**src/rtl/c_mem_pkg.sv**
```systemverilog
// Shared types and constants for the M-stage data-memory access controller.
package c_mem_pkg;

  localparam int unsigned DEF_ADDR_W = 32;
  localparam int unsigned DEF_DATA_W = 32;

  localparam logic [1:0] RESULT_SRC_MEM = 2'b01;

  typedef enum logic [1:0] {
    MEM_IDLE = 2'd0,
    MEM_BUSY = 2'd1,
    MEM_DONE = 2'd2
  } mem_state_e;

  // Plain constants so the state register stays a plain vector
  localparam logic [1:0] S_IDLE = MEM_IDLE;
  localparam logic [1:0] S_BUSY = MEM_BUSY;
  localparam logic [1:0] S_DONE = MEM_DONE;

  function automatic logic is_mem_access(input logic mem_write, input logic [1:0] result_src);
    return mem_write | (result_src == RESULT_SRC_MEM);
  endfunction

endpackage

```
**src/rtl/c_mem_access_ctrl_if.sv**
```systemverilog
// Data-memory request bus: controller is master, memory is slave.
interface c_mem_access_ctrl_if
  import c_mem_pkg::*;
#(
  parameter int unsigned ADDR_W = DEF_ADDR_W,
  parameter int unsigned DATA_W = DEF_DATA_W
);

  logic              mem_req;
  logic              mem_we;
  logic [ADDR_W-1:0] mem_addr;
  logic [DATA_W-1:0] mem_wdata;
  logic              mem_ready;
  logic [DATA_W-1:0] mem_rdata;

  modport master (
    output mem_req, mem_we, mem_addr, mem_wdata,
    input  mem_ready, mem_rdata
  );

  modport slave (
    input  mem_req, mem_we, mem_addr, mem_wdata,
    output mem_ready, mem_rdata
  );

endinterface

```
**src/rtl/c_mem_timer.sv**
```systemverilog
// BUSY-phase wait counter; flags the cycle on which the wait limit is hit.
module c_mem_timer #(
  parameter int unsigned TIMEOUT_CYC = 255
) (
  input  logic clk,
  input  logic reset,
  input  logic i_clear,
  input  logic i_count,
  output logic o_expire_c
);

  localparam int unsigned CLOG_W = $clog2(TIMEOUT_CYC + 1);
  localparam int unsigned CNT_W  = (CLOG_W > 8) ? CLOG_W : 8;

  logic [CNT_W-1:0] r_cnt;

  always_ff @(posedge clk or negedge reset) begin
    if (!reset) begin
      r_cnt <= '0;
    end else if (i_clear) begin
      r_cnt <= '0;
    end else if (i_count) begin
      r_cnt <= r_cnt + CNT_W'(1);
    end
  end

  // The count reaches TIMEOUT_CYC at the end of this un-ready cycle
  assign o_expire_c = i_count && (r_cnt == CNT_W'(TIMEOUT_CYC - 1));

endmodule

```
**src/rtl/c_mem_access_ctrl.sv**
```systemverilog
// M-stage data-memory sequencer: stalls the pipe while a load/store is outstanding.
// Optional macro MEM_TIMEOUT_EN aborts an access after TIMEOUT_CYC un-ready BUSY cycles.
module c_mem_access_ctrl
  import c_mem_pkg::*;
#(
  parameter int unsigned ADDR_W      = DEF_ADDR_W,
  parameter int unsigned DATA_W      = DEF_DATA_W,
  parameter int unsigned TIMEOUT_CYC = 255
) (
  input  logic                 clk,
  input  logic                 reset,
  input  logic                 MemWriteM,
  input  logic [1:0]           ResultSrcM,
  input  logic [ADDR_W-1:0]    ALUResultM,
  input  logic [DATA_W-1:0]    WriteDataM,
  c_mem_access_ctrl_if.master  mem,
  output logic [DATA_W-1:0]    ReadDataM,
  output logic                 StallMem,
  output logic                 FlushW,
  output logic                 MemErr
);

  logic [1:0]        r_state;
  logic [1:0]        w_state_nxt;
  logic              w_access;
  logic              w_stall;
  logic              w_timeout;
  logic              r_mem_req;
  logic              r_mem_we;
  logic [ADDR_W-1:0] r_mem_addr;
  logic [DATA_W-1:0] r_mem_wdata;
  logic [DATA_W-1:0] r_rdata;

  // Next-state and stall decode
  always_comb begin
    w_state_nxt = r_state;
    w_access    = is_mem_access(MemWriteM, ResultSrcM);
    w_stall     = 1'b0;
    case (r_state)
      S_IDLE: begin
        w_stall = w_access;
        if (w_access) w_state_nxt = S_BUSY;
      end
      S_BUSY: begin
        w_stall = 1'b1;
        if (mem.mem_ready || w_timeout) w_state_nxt = S_DONE;
      end
      S_DONE:  w_state_nxt = S_IDLE;
      default: w_state_nxt = S_IDLE;
    endcase
  end

  always_ff @(posedge clk or negedge reset) begin
    if (!reset) begin
      r_state <= S_IDLE;
    end else begin
      r_state <= w_state_nxt;
    end
  end

  // Request registers; address/data/we are frozen for the whole BUSY phase
  always_ff @(posedge clk or negedge reset) begin
    if (!reset) begin
      r_mem_req   <= 1'b0;
      r_mem_we    <= 1'b0;
      r_mem_addr  <= '0;
      r_mem_wdata <= '0;
      r_rdata     <= '0;
    end else begin
      r_mem_req <= (w_state_nxt == S_BUSY);
      if ((r_state == S_IDLE) && w_access) begin
        r_mem_addr  <= ALUResultM;
        r_mem_wdata <= WriteDataM;
        r_mem_we    <= MemWriteM;
      end
      if ((r_state == S_BUSY) && !r_mem_we) begin
        if (mem.mem_ready) begin
          r_rdata <= mem.mem_rdata;
        end else if (w_timeout) begin
          r_rdata <= '0;
        end
      end
    end
  end

`ifdef MEM_TIMEOUT_EN
  logic r_mem_err;

  c_mem_timer #(
    .TIMEOUT_CYC (TIMEOUT_CYC)
  ) u_timer (
    .clk        (clk),
    .reset      (reset),
    .i_clear    ((r_state == S_IDLE) && w_access),
    .i_count    ((r_state == S_BUSY) && !mem.mem_ready),
    .o_expire_c (w_timeout)
  );

  // Error pulse lines up with the DONE cycle of an aborted access
  always_ff @(posedge clk or negedge reset) begin
    if (!reset) begin
      r_mem_err <= 1'b0;
    end else begin
      r_mem_err <= w_timeout;
    end
  end

  assign MemErr = r_mem_err;
`else
  logic [31:0] w_unused_timeout;

  assign w_unused_timeout = 32'(TIMEOUT_CYC);
  assign w_timeout        = 1'b0;
  assign MemErr           = 1'b0;
`endif

  // Stall is combinational from M-stage decode but forced low during reset
  assign StallMem = reset & w_stall;
  assign FlushW   = StallMem;

  assign mem.mem_req   = r_mem_req;
  assign mem.mem_we    = r_mem_we;
  assign mem.mem_addr  = r_mem_addr;
  assign mem.mem_wdata = r_mem_wdata;
  assign ReadDataM     = r_rdata;

endmodule

```
**src/flat_wrapper.sv**
```systemverilog
// flat-port wrapper written by rule: the top's interface ports become plain ports
module c_mem_access_ctrl_flat import c_mem_pkg::*;
#(
  parameter int unsigned ADDR_W      = DEF_ADDR_W,
  parameter int unsigned DATA_W      = DEF_DATA_W,
  parameter int unsigned TIMEOUT_CYC = 255
)
  (clk, reset, MemWriteM, ResultSrcM, ALUResultM, WriteDataM, ReadDataM, StallMem, FlushW, MemErr, mem_mem_req, mem_mem_we, mem_mem_addr, mem_mem_wdata, mem_mem_ready, mem_mem_rdata);
  c_mem_access_ctrl_if #(.ADDR_W(ADDR_W), .DATA_W(DATA_W)) mem_i ();
  input  logic clk;
  input  logic reset;
  input  logic MemWriteM;
  input  logic [1:0] ResultSrcM;
  input  logic [ADDR_W-1:0] ALUResultM;
  input  logic [DATA_W-1:0] WriteDataM;
  output logic [DATA_W-1:0] ReadDataM;
  output logic StallMem;
  output logic FlushW;
  output logic MemErr;
  output wire logic [$bits(mem_i.mem_req)-1:0] mem_mem_req;
  output wire logic [$bits(mem_i.mem_we)-1:0] mem_mem_we;
  output wire logic [$bits(mem_i.mem_addr)-1:0] mem_mem_addr;
  output wire logic [$bits(mem_i.mem_wdata)-1:0] mem_mem_wdata;
  input wire logic [$bits(mem_i.mem_ready)-1:0] mem_mem_ready;
  input wire logic [$bits(mem_i.mem_rdata)-1:0] mem_mem_rdata;
  assign mem_mem_req = mem_i.mem_req;
  assign mem_mem_we = mem_i.mem_we;
  assign mem_mem_addr = mem_i.mem_addr;
  assign mem_mem_wdata = mem_i.mem_wdata;
  assign mem_i.mem_ready = mem_mem_ready;
  assign mem_i.mem_rdata = mem_mem_rdata;
  c_mem_access_ctrl #(.ADDR_W(ADDR_W), .DATA_W(DATA_W), .TIMEOUT_CYC(TIMEOUT_CYC)) u_core (.clk(clk), .reset(reset), .MemWriteM(MemWriteM), .ResultSrcM(ResultSrcM), .ALUResultM(ALUResultM), .WriteDataM(WriteDataM), .mem(mem_i), .ReadDataM(ReadDataM), .StallMem(StallMem), .FlushW(FlushW), .MemErr(MemErr));
endmodule
```
**config.mk**
```make
export PLATFORM = sky130hd
export DESIGN_NAME = c_mem_access_ctrl_flat
export DESIGN_NICKNAME = d
export VERILOG_FILES = /design/src/rtl/c_mem_pkg.sv /design/src/rtl/c_mem_access_ctrl_if.sv /design/src/rtl/c_mem_timer.sv /design/src/rtl/c_mem_access_ctrl.sv /design/src/flat_wrapper.sv
export SDC_FILE = /design/constraint.sdc
export NUM_CORES = 1
export LEC_CHECK = 0
export ABC_AREA = 1
export ABC_CLOCK_PERIOD_IN_PS = 1300
export BUFFER_PORTS_ARGS = -buffer_cell sky130_fd_sc_hd__buf_2
export CAP_MARGIN = 30
export CORE_MARGIN = 3
export CORE_UTILIZATION = 35
export CTS_BUF_LIST = sky130_fd_sc_hd__clkbuf_4
export DETAILED_ROUTE_END_ITERATION = 10
export PLACE_DENSITY = 0.75
export SYNTH_ARGS = -nofsm -noshare
export SYNTH_HDL_FRONTEND = slang
export SYNTH_SLANG_ARGS = --single-unit
```
**constraint.sdc**
```tcl
create_clock -name clk -period 1.3 [get_ports clk]
set_clock_uncertainty 0.15 [all_clocks]
set_input_delay 0.13 -clock clk [delete_from_list [all_inputs] [get_ports clk]]
set_output_delay 0.13 -clock clk [all_outputs]
set_load 0.005 [all_outputs]
```
==> metrics.txt, run 1 <==
I/O pin count=approximately 200; Synth Instances=approximately 450; PwrDens=~2200 nW/µm²; sequential share of power=34.6%; most common cell after layout, fill and taps aside=buf_2; r2r endpoint=u_core.mem.mem_wdata[3]; Hold Path Cell Cnt=6; Synth Area in Adders=0%; area growth from synthesis to layout=80.48%; internal power=0.009805 W; Placed Cells incl. Taps=764; final wirelength=16220 µm; worst rel slew slack=between 60% and 70%; largest net degree at the start of global routing=101; max-cap violations=0; Post-DP Area=5240 µm²; worst flop-to-flop path startpoint=u_core.r_state[0]; Worst Hold Class=in2reg; Final setup viols=100; Port Buffers=201; slowest CP cell=dfrtp_1; vias in the first global route=4734; part of the cycle the worst path needs=128.9%; most frequent cells in the layout=buf_2 (200), nand2_1 (148), dlygate4sd3_1 (99), dfrtp_1 (99), nand3_1 (64); initial detailed-routing violation count=386; FF+latch count, synth=100; CP Cell Sequence=nor2_4, nand2_4, a21oi_4, buf_2; VDD IR max=1.160 mV; part of the power in the clock network=approximately 12%; Worst Hold Launch=MemWriteM; Clk Latency, worst-skew pair=0.43 ns; post-synthesis compound-gate area fraction=0.4625%; Final Wtd Congestion=0.8360; post-synthesis sequential area ratio=61.67%; CP Max Fanout=2; # nets final=902; Comb pwr share=53.9%; Initial Util=36.63%; critical path capture point type=output pin; final total power=0.01582 W; cell area after layout=between 7000 and 8000 µm²; Rows=38; synth top area cells=dfrtp_1 (62%), nand2_1 (18%), nand3_1 (7.9%); mean post-synth cell area=9.118 µm²; wire length per cell=17.15 µm; reg2reg path depth=5; Cell Area, Synth=4058 µm²; 1st-pass router iterations=5; mux contribution to synthesized area=0%; CTS Buf Count=9; # DRC=0; initial antenna violation count=1; Synth area leader=dfrtp_1; YS warnings=0; Final ANT Viol Nets=0; measured slew at the worst slew-check pin=0.5219 ns; Final Hold Slack=roughly 0.15 ns; CTS Sinks=100; die width=between 100 and 150 µm; Layout fillers=787; Core Area=11080 µm²; Slew Limit Fails=0; Clock Root Buffer=clkbuf_4; Data required, critical path=1.02 ns; crit-path max cell delay=0.44 ns; RSZ-0062 raised after global routing=true; Hold EP=u_core.mem.mem_addr[23]; flop2flop setup slack=-0.17 ns; clock slew at reported path FFs=0.16 ns; Synth cell types=18; Lkg Pwr=4.006 nW; CTS HTree Levels=3; Die ar.=~13000 µm²; setup ws final=-0.3755 ns; via count=4714; failing checks=negative setup slack; xor and xnor area share after synthesis=0%; CTS max path bufs=2; fmax=0.5968 GHz; area share of the largest cell type after synthesis=61.67%; DPL Wire Length=7961 µm; first-pass GRT wire length=roughly 24000 µm; crit path launch type=flop; Net Count, Synth=547; vias per inst=4.983; layout cell share with drive strength beyond 1=between 40% and 50%; Tot GR Track Use=about 23%; CTS tree=yes; P_sw=0.006012 W; status=finished with violations; main combinational cell family by area after synthesis=simple AND/OR/NAND/NOR gates; final non-filler cell total=946; die height=113.7 µm; grt ovf=0; Final Hold Vio Count=0; Crit Path Category=reg2out; Synth Area in Simple Gates=31.91%; fin crit period=1.676 ns; signal arrival time at the worst endpoint=1.40 ns; Sw Ratio=38.01%
## flip-flops by register name, indices dropped and copies added, names as in the netlist
signal and cells:
u_core.mem.mem_we 1, u_core.mem.mem_wdata 32, u_core.mem.mem_req 1, u_core.ReadDataM 32, u_core.r_state 2, u_core.mem.mem_addr 32
## cells by family (layout without fill, tap and decap cells)
logic type | count (synthesis) | in the layout
other | 1 | 2
DFF | 100 | 100
AOI/OAI and AO/OA | 3 | 3
buffers and inverters | 43 | 403
and+or+nand+nor | 298 | 298
## synth_stat cells
| cell | number |
|---|---|
| a21oi_2 | 1 |
| nand3_1 | 64 |
| buf_4 | 8 |
| nor2_4 | 1 |
| clkbuf_1 | 4 |
| inv_2 | 1 |
| dfrtp_1 | 100 |
| inv_1 | 6 |
| buf_1 | 2 |
| buf_2 | 19 |
| nand2_1 | 198 |
| nand3_2 | 1 |
| nand4_1 | 32 |
| o21ai_0 | 2 |
| nor2_2 | 1 |
| conb_1 | 1 |
| nor2_1 | 1 |
| buf_6 | 3 |
## metal layers
| metal | share of wire (%) | track usage (%) |
|---|---|---|
| met2 | 50 | 39.54 |
| met5 | 0 | 0 |
| met1 | 38 | 27.31 |
| met4 | 3.6 | 10.50 |
| met3 | 7.9 | 5.199 |
## power groups by stage
stage                     logic, W  registers [W]  clock network, W
final                      0.00852        0.00547           0.00183
after global routing       0.00915        0.00561           0.00202
after CTS                  0.00693        0.00536           0.00188
after detailed placement   0.00523        0.00541                 0
after global placement     0.00504        0.00539                 0
after floorplan            0.00260        0.00551                 0
## worst max-delay path by stage
stage                                 start                        to  slack, ns  depth (start not counted)
final                     u_core.r_state[0]                    FlushW      -0.38                          4
after detailed placement  u_core.r_state[1]  u_core.mem.mem_wdata[10]      -0.05                          5
after global routing      u_core.r_state[1]                  StallMem      -0.47                          4
after floorplan           u_core.r_state[1]                  StallMem       -0.1                          6
after global placement    u_core.r_state[0]  u_core.mem.mem_wdata[16]       0.01                          5
after CTS                 u_core.r_state[1]                    FlushW      -0.44                          4
## cell type report
cell class,count,area [µm²],share of cell area (%)
clock buffers,9,67.56,0.9226
flip-flops and latches,100,2504,34.19
inverters,7,26.28,0.3588
clock inverters,7,90.09,1.230
well taps,140,175.2,2.392
diodes,1,2.502,0.03417
repair buffers,380,2917,39.83
multi-input cells,302,1541,21.05
## timing repair
action | 4_1_cts | 5_1_grt
endpoints found under the setup margin | 114 | 198
gates resized for setup | 22 | 75
buffers inserted | 17 | 44
endpoints found under the hold margin | 200 | 0
gates cloned | 8 | 2
pin swaps | 5 | 7
hold buffers | 99 | 0
## critical path: cells and delay by family (launching register included)
family | cells | cell delay, ns
AO/OA/AOI/OAI | 1 | 0.15
AND/OR/NAND/NOR | 2 | 0.22
flip-flops | 1 | 0.44
buffers and inverters | 1 | 0.14
## per-stage QoR
stage	utilization, %	setup slack, ns	setup TNS (ns)
final	66.11	-0.3755	-7.366
after global routing	66.11	-0.4746	-15.90
after CTS	61.84	-0.4408	-13.75
after detailed placement	47.30	-0.04991	-1.592
after global placement	47.30	0.01392	0
after floorplan	-	-0.09582	-0.09582
Power figures use the tool's default switching activity.
==> inputs of run 2 (changes only) <==
Settings changed: CELL_PAD_IN_SITES_DETAIL_PLACEMENT set to 2, CELL_PAD_IN_SITES_GLOBAL_PLACEMENT set to 2, CORE_UTILIZATION 35 to 23, PLACE_DENSITY 0.75 to 0.85.
==> run 2 against run 1 <==
Against the previous run: the flow still finishes with violations (negative setup slack); hold slack got worse by 0.068 ns; via count up 5.8%; core utilization is 20 points lower; sequential share of layout area decreased by 2.0 points; global-route usage is 0.12 points lower; critical path depth unchanged; die area grew 49%; non-clock buffer count is 43 higher; cell count up 13%.
==> metrics.txt, run 2 (synthesized netlist as in run 1, its figures left out) <==
most frequent cells in the layout=buf_2 (198), nand2_1 (169), dlygate4sd3_1 (100) (was buf_2 (200), nand2_1 (148), dlygate4sd3_1 (99), dfrtp_1 (99), nand3_1 (64)); initial detailed-routing violation count=117 (was 386); Clock Root Buffer=clkbuf_4 (unchanged); CTS max path bufs=2 (unchanged); Tot GR Track Use=22.83% (was 22.96%); setup ws final=-0.4498 ns (was -0.3755 ns); Die ar.=19270 µm² (was 12920 µm²); CTS tree=yes (unchanged); via count=4987 (was 4714); final non-filler cell total=1070 (was 946); status=finished with violations (unchanged); layout cell share with drive strength beyond 1=44.46% (was 43.98%); Final setup viols=150 (was 100); Data required, critical path=1.02 ns (about the same); Final Hold Vio Count=0 (unchanged); 1st-pass router iterations=4 (was 5); part of the cycle the worst path needs=134.6% (was 128.9%); VDD IR max=0.8166 mV (was 1.160 mV); CP Max Fanout=2 (unchanged); largest net degree at the start of global routing=101 (unchanged); area growth from synthesis to layout=91.95% (was 80.48%); Placed Cells incl. Taps=845 (was 764); initial antenna violation count=2 (was 1); Final ANT Viol Nets=0 (unchanged); CTS HTree Levels=3 (unchanged); most common cell after layout, fill and taps aside=buf_2 (unchanged); Port Buffers=201 (unchanged); Final Wtd Congestion=0.7925 (was 0.8360); die width=138.8 µm (was 113.7 µm); signal arrival time at the worst endpoint=1.47 ns (was 1.40 ns); final wirelength=24020 µm (was 16220 µm); Layout fillers=1804 (was 787); fin crit period=1.750 ns (was 1.676 ns); Lkg Pwr=4.252 nW (was 4.006 nW); Clk Latency, worst-skew pair=0.46 ns (was 0.43 ns); fmax=0.5715 GHz (was 0.5968 GHz); grt ovf=0 (unchanged); CTS Buf Count=9 (unchanged); Crit Path Category=reg2out (unchanged); final total power=0.01788 W (was 0.01582 W); fin util=45.99% (was 66.11%); vias in the first global route=5805 (was 4734); first-pass GRT wire length=34330 µm (was 23540 µm); max-cap violations=0 (unchanged); die height=138.8 µm (was 113.7 µm); DPL Wire Length=10960 µm (was 7961 µm); CTS Sinks=100 (unchanged); worst rel slew slack=62.32% (was 65.21%); vias per inst=4.661 (was 4.983); Core Area=16940 µm² (was 11080 µm²); Final Hold Slack=0.07938 ns (was 0.1469 ns); clock slew at reported path FFs=0.17 ns (was 0.16 ns); critical path capture point type=output pin (unchanged); crit path launch type=flop (unchanged); wire length per cell=22.44 µm (was 17.15 µm); I/O pin count=203 (unchanged); PwrDens=2295 nW/µm² (was 2160 nW/µm²); failing checks=negative setup slack (unchanged); Rows=47 (was 38); # DRC=0 (unchanged); measured slew at the worst slew-check pin=0.5652 ns (was 0.5219 ns); Initial Util=23.96% (was 36.63%); Worst Hold Class=in2reg (unchanged); Slew Limit Fails=0 (unchanged); RSZ-0062 raised after global routing=true (unchanged); # nets final=945 (was 902)
## run 2: cell types whose count changed in the layout (fill, tap and decap cells not counted), moves of 5 or more
cell / previous run / this run
buf_4: 56 / 93
nand2_1: 148 / 169
nand2_2: 35 / 23
nand2_4: 15 / 6
buf_16: 3 / 9
clkbuf_16: 2 / 7
## run 2: worst max-delay path: stages, from the launching register on
cell     delay [ns]
dfrtp_2        0.47
nor2_4         0.13
inv_2          0.07
a21oi_4        0.20
buf_2          0.15
## run 2: report_power, final
part	internal (W)	switching [W]	total [W]
clock network	0.000611	0.00116	0.00177
registers	0.00457	0.000996	0.00557
logic	0.00549	0.00505	0.0105
total	0.0107	0.00720	0.0179
## run 2: final cells by class
cell class | instances | area [µm²] | share of cell area [%]
Tap cell | 220 | 275.3 | 3.534
Multi-Input combinational cell | 302 | 1455 | 18.68
Sequential cell | 100 | 2504 | 32.14
Clock inverter | 6 | 63.81 | 0.8193
Timing Repair Buffer | 423 | 3385 | 43.45
Antenna cell | 2 | 5.005 | 0.06426
Clock buffer | 10 | 75.07 | 0.9639
Inverter | 7 | 26.28 | 0.3373
## run 2: metrics by stage
step	TNS, ns	setup slack (ns)	area [µm²]
6_report	-18.87	-0.4498	7789
5_1_grt	-33.08	-0.5470	7789
4_1_cts	-20.38	-0.5208	7152
3_5_place_dp	-5.336	-0.1455	5373
3_3_place_gp	-1.584	-0.06741	5373
2_1_floorplan	-0.09582	-0.09582	4071
## run 2: timing repair
action,4_1_cts,5_1_grt
setup endpoints to repair,175,199
endpoints found under the hold margin,200,0
pin swaps,18,33
gates cloned,9,7
hold buffers,100,0
resized for setup,33,30
buffers inserted,39,54
## run 2: final timing paths
| path | startpoint | endpoint | slack, ns | cells past startpoint |
|---|---|---|---|---|
| hold reg to reg | u_core.ReadDataM[16] | u_core.ReadDataM[16] | 0.35 | 2 |
| setup / recovery | u_core.r_state[1] | FlushW | -0.45 | 4 |
| setup reg to reg | u_core.r_state[1] | u_core.ReadDataM[6] | -0.35 | 7 |
| hold / removal | ResultSrcM[0] | u_core.mem.mem_wdata[1] | 0.08 | 6 |
| max in group asynchronous | reset | u_core.mem.mem_addr[3] | 0.39 | 3 |
| min in group asynchronous | reset | u_core.mem.mem_wdata[0] | 0.17 | 3 |
## run 2: layer usage
layer  share of wire (%)  GRT usage [%]  vias to the layer above
met2                  54          43.75                      191
met4                 2.4          7.775                        0
li1                    -              -                     2241
met5                   0              0                        -
met3                 4.9          4.897                       41
met1                  39          24.70                     2514
